### config.mk
export PLATFORM = sky130hd
export DESIGN_NAME = key_debounce
export DESIGN_NICKNAME = d
export VERILOG_FILES = /design/src/rtl/key_debounce.sv
export SDC_FILE = /design/constraint.sdc
export NUM_CORES = 1
export LEC_CHECK = 0
export ABC_AREA = 1
export CORE_UTILIZATION = 40
export CTS_BUF_LIST = sky130_fd_sc_hd__clkbuf_16
export DETAILED_ROUTE_END_ITERATION = 12
export SLEW_MARGIN = 20
export SYNTH_ARGS = -nofsm -noshare
export SYNTH_HDL_FRONTEND = slang
export SYNTH_SLANG_ARGS = --single-unit
export TNS_END_PERCENT = 1
### constraint.sdc
create_clock -name clk -period 1.52 [get_ports clk]
set_input_delay 0.304 -clock clk [delete_from_list [all_inputs] [get_ports clk]]
set_output_delay 0.304 -clock clk [all_outputs]
set_load 0.05 [all_outputs]
### src/rtl/key_debounce.sv
// Push-button conditioner: two-flop synchronizer, debounce FSM with a shared
// counter, and registered press/release/auto-repeat pulses plus a debounced level.
module key_debounce #(
  parameter int DEBOUNCE_CYCLES = 50000,
  parameter int HOLD_CYCLES     = 25000000,
  parameter int REPEAT_CYCLES   = 5000000
) (
  input  logic clk,
  input  logic rst_n,
  input  logic key_n_i,
  output logic level_o,
  output logic press_o,
  output logic release_o,
  output logic rpt_o
);

  localparam int MAX_DH = (DEBOUNCE_CYCLES > HOLD_CYCLES) ? DEBOUNCE_CYCLES : HOLD_CYCLES;
  localparam int MAX_C  = (MAX_DH > REPEAT_CYCLES) ? MAX_DH : REPEAT_CYCLES;
  localparam int CNT_W  = (MAX_C > 1) ? $clog2(MAX_C) : 1;

  localparam logic [CNT_W-1:0] DEB_LAST  = CNT_W'(DEBOUNCE_CYCLES - 1);
  localparam logic [CNT_W-1:0] HOLD_LAST = CNT_W'(HOLD_CYCLES - 1);
  localparam logic [CNT_W-1:0] RPT_LAST  = CNT_W'(REPEAT_CYCLES - 1);
  localparam logic [CNT_W-1:0] CNT_ONE   = CNT_W'(1);

  typedef enum logic [2:0] {
    IDLE,
    PRESS_WAIT,
    HELD,
    REPEAT,
    REL_WAIT
  } state_e;

  state_e           state_q;
  logic [CNT_W-1:0] cnt_q;
  logic [1:0]       sync_q;
  logic             level_q;
  logic             press_q;
  logic             release_q;
  logic             rpt_q;
  logic             ks;

  // Synchronized key level, still active-low (0 = pressed).
  assign ks = sync_q[1];

  // NOTE: all state below is sequential, so every assignment is non-blocking;
  // the pulse outputs default low each cycle and are raised only on an event.
  always_ff @(posedge clk or negedge rst_n) begin
    if (!rst_n) begin
      sync_q    <= 2'b11;
      state_q   <= IDLE;
      cnt_q     <= '0;
      level_q   <= 1'b0;
      press_q   <= 1'b0;
      release_q <= 1'b0;
      rpt_q     <= 1'b0;
    end else begin
      sync_q    <= {sync_q[0], key_n_i};
      press_q   <= 1'b0;
      release_q <= 1'b0;
      rpt_q     <= 1'b0;

      case (state_q)
        IDLE: begin
          if (!ks) begin
            state_q <= PRESS_WAIT;
            cnt_q   <= '0;
          end
        end

        PRESS_WAIT: begin
          if (ks) begin
            state_q <= IDLE;
          end else if (cnt_q == DEB_LAST) begin
            state_q <= HELD;
            cnt_q   <= '0;
            press_q <= 1'b1;
            level_q <= 1'b1;
          end else begin
            cnt_q <= cnt_q + CNT_ONE;
          end
        end

        HELD: begin
          if (ks) begin
            state_q <= REL_WAIT;
            cnt_q   <= '0;
          end else if (cnt_q == HOLD_LAST) begin
            state_q <= REPEAT;
            cnt_q   <= '0;
            rpt_q   <= 1'b1;
          end else begin
            cnt_q <= cnt_q + CNT_ONE;
          end
        end

        REPEAT: begin
          if (ks) begin
            state_q <= REL_WAIT;
            cnt_q   <= '0;
          end else if (cnt_q == RPT_LAST) begin
            cnt_q <= '0;
            rpt_q <= 1'b1;
          end else begin
            cnt_q <= cnt_q + CNT_ONE;
          end
        end

        REL_WAIT: begin
          // A bounce back to pressed returns to HELD and restarts the hold timer.
          if (!ks) begin
            state_q <= HELD;
            cnt_q   <= '0;
          end else if (cnt_q == DEB_LAST) begin
            state_q   <= IDLE;
            cnt_q     <= '0;
            release_q <= 1'b1;
            level_q   <= 1'b0;
          end else begin
            cnt_q <= cnt_q + CNT_ONE;
          end
        end

        default: begin
          state_q <= IDLE;
          cnt_q   <= '0;
        end
      endcase
    end
  end

  assign level_o   = level_q;
  assign press_o   = press_q;
  assign release_o = release_q;
  assign rpt_o     = rpt_q;

endmodule

==> flow_summary.yaml <==
critical_path:
  crit_start: "cnt_q[20]"
  worst_setup_path_end_kind: "flip-flop"
  arrival_ps: 1880
  start_kind: "flip-flop"
  regToRegSetupSlack_ps: -190
  cp_max_fo: 4
  critPathKind: "reg -> reg"
  endpoint: "cnt_q[21]"
  rr_endpoint: "cnt_q[21]"
  worst_r2r_path_depth: 11
  regToRegStartpoint: "cnt_q[20]"
  crit_required_ps: 1690
yosys:
  yosysUniqueCellTypes: 33
  async_flop_share_pct: 100.0
  yosys.area.top_type: "dfrtp_1"
  syn_inst: 356
  syn_nets: 360
  synth-main-ff-cell: "dfrtp_1"
  yosys.area.top_type_share_pct: 34.06
  synth-seq-cells: 34
  synthTopCellsByCount: "nand2_1 (113), nor2_1 (66), inv_1 (36), dfrtp_1 (32), nand3_1 (24)"
  yosysMostFrequentCell: "nand2_1"
  synth_edf_count: 0
  ys_top_cells_by_area: "dfrtp_1 (34%), nand2_1 (18%), nor2_1 (11%)"
  synth_area_per_cell_sq_um: 6.604
  netlist_area_sq_mm: 0.002351
  seq_area_frac_synth_pct: 36.30
  yosysWarnings: 0
cells_and_area:
  antenna_cells: 0
  fin_nets: 447
  postLayoutCellArea_sq_mm: 0.003378
  drive_above_1_share_pct: 32.43
  syn2layout_area_growth_pct: 43.69
  finalNonFillerCells: 516
detailed_routing:
  via_per_inst: 5.136
  drc_errors: 0
  wl_per_cell_um: 13.71
  drtIter0Drc: 167
  ant_nets: 0
  vias: 2650
  wirelength_um: 7074
  dr.pass1.iters: 5
run_status:
  status: "finished with violations"
  violations: "setup timing"
grt:
  grt_pass1_wl_um: 11630
  gr-usage-all-layers_pct: 24.28
  antenna_found_initial: 0
  overflow: 0
  grt_pass1_vias: 2509
  grt_max_degree: 19
timing:
  fin_crit_sh_pct: 112.6
  skew_ps: 3.721
  finalSetupTns_ps: -4515
  min_period_ps: 1712
  max_freq_mhz: 584.1
  fin_ws_ps: -192.0
  rsz0062_at_grt: "yes"
  maxSlewHeadroom_pct: 70.69
  final-hold-violation-count: 0
  slew_violations: 0
  tightest_slew_ps: 439.6
  finalSetupViolCount: 29
pwr:
  leakagePower_nw: 1.586
  power.internal_w: 0.002129
  pwr-share-clk_pct: 27.0
  sw_frac_of_total_pct: 40.68
  p_switching_w: 0.001460
  p_comb_share_pct: 44.1
  max-vdd-ir-drop_uv: 641.3
  power.density_mw_per_mm2: 1063
  pwr-share-seq_pct: 29.0
hold_path:
  hold_path.startpoint: "sync_q[0]"
  hold_path.class: "reg -> reg"
  holdPathStages: 0
place:
  dp_cells: 501
  gp_congestion: 0.8889
  port_buffers: 6
  placed_area_sq_mm: 0.003040
  hpwl_um: 5180
clocking:
  root_buffer: "clkbuf_16"
  cts.sinks: 34
  cts_tree: "built"
  h-tree-depth: 2
  cts_buffers: 5
  path_clk_slew_ps: 50
  insertion_delay_ps: 280
  cts_buffer_depth: 2
floorplan:
  die_area_sq_mm: 0.006188
  start_util_pct: 42.18
  die_x_um: 78.67
  die_height_um: 78.67
  io_pins: 7
  num_rows: 27
  core_area_sq_mm: 0.005574
run:
  cap_violations: 0
-- power by group through the flow --
| stage | combinational (W) | clock (W) | sequential [W] |
|---|---|---|---|
| floorplan | 0.000898 | 0 | 0.00104 |
| global route | 0.00171 | 0.00103 | 0.00105 |
| CTS | 0.00153 | 0.000995 | 0.00103 |
| global placement | 0.00131 | 0 | 0.00104 |
| finish | 0.00158 | 0.000968 | 0.00104 |
| detailed placement | 0.00131 | 0 | 0.00104 |
-- area by class of cell --
type	count	area [sq um]
clock inverters	3	11.26
well taps	72	90.09
multi-input cells	277	1451
fillers	514	2196
repair buffers	85	694.4
inverters	40	151.4
clock buffers	5	125.1
flip-flops and latches	34	854.6
-- cells in the final DEF (no fill, tap or decap), drive strengths merged, types with 4 or more instances in the layout --
master / n
nand4: 12
xor2: 6
inv: 39
o21ai: 11
nor2: 75
nand2: 117
nor3: 14
a21oi: 5
clkbuf: 5
clkinv: 4
dfrtp: 32
buf: 83
nand3: 27
-- sequential cells by signal, indices dropped and copies added (netlist names) --
| register | flops |
|---|---|
| sync_q | 2 |
| press_o | 1 |
| release_o | 1 |
| rpt_o | 1 |
| level_o | 1 |
| state_q | 3 |
| cnt_q | 25 |
-- worst min-delay path by stage --
stage,endpoint,slack [ps]
after floorplan,cnt_q[0],8
after global placement,cnt_q[12],270
after detailed placement,cnt_q[13],270
after CTS,sync_q[1],360
after global routing,sync_q[1],360
final,sync_q[1],360
-- metrics by stage --
step	utilization (%)	worst slack [ps]	power, W	hold WS, ps
3_5_place_dp	54.55	-233.7	0.002357	271.4
4_1_cts	58.95	-177.2	0.003563	358.1
6_report	60.61	-192.0	0.003590	356.2
2_1_floorplan	-	-98.42	0.001934	8.409
3_3_place_gp	54.55	-216.6	0.002342	269.9
5_1_grt	60.61	-298.4	0.003791	358.5
-- metal layers --
layer	up-vias	share of wire [%]	track usage [%]
met1	1268	45	31.65
met3	8	4.2	3.605
met4	0	0.98	7.222
met2	71	50	41.22
li1	1303	-	-
met5	-	0	0
-- what timing repair did --
| item | 4_1_cts | 5_1_grt |
|---|---|---|
| setup buffers | 1 | 3 |
| hold buffers | 1 | 0 |
| pin swaps | 10 | 9 |
| gates cloned | 2 | 0 |
| setup endpoints to repair | 29 | 32 |
| resized for setup | 22 | 20 |
| endpoints found under the hold margin | 14 | 0 |
-- critical path, cell delays in order (launching register included) --
cell     delay (ps)
dfrtp_1         360
buf_4           140
nand2_1         100
nor2_4          130
inv_2            60
nor2_2          110
nand3_2         100
nand2_2         110
nand3_4         170
buf_4           210
nand2_1          60
nand2_1          50
-- cells by family (layout without fill, tap and decap cells) --
kind of cell             after synthesis  in the layout  synth area share (%)
flip-flops                            34             34                 36.30
XOR/XNOR                               8              8                 2.980
AND/OR/NAND/NOR                      250            251                 47.15
AO/OA/AOI/OAI                         17             17                 4.365
adder cells (fa/ha/maj)                1              1                0.5321
buffers and inverters                 46            133                 8.674
No activity file was read; power rests on OpenSTA's default activity.
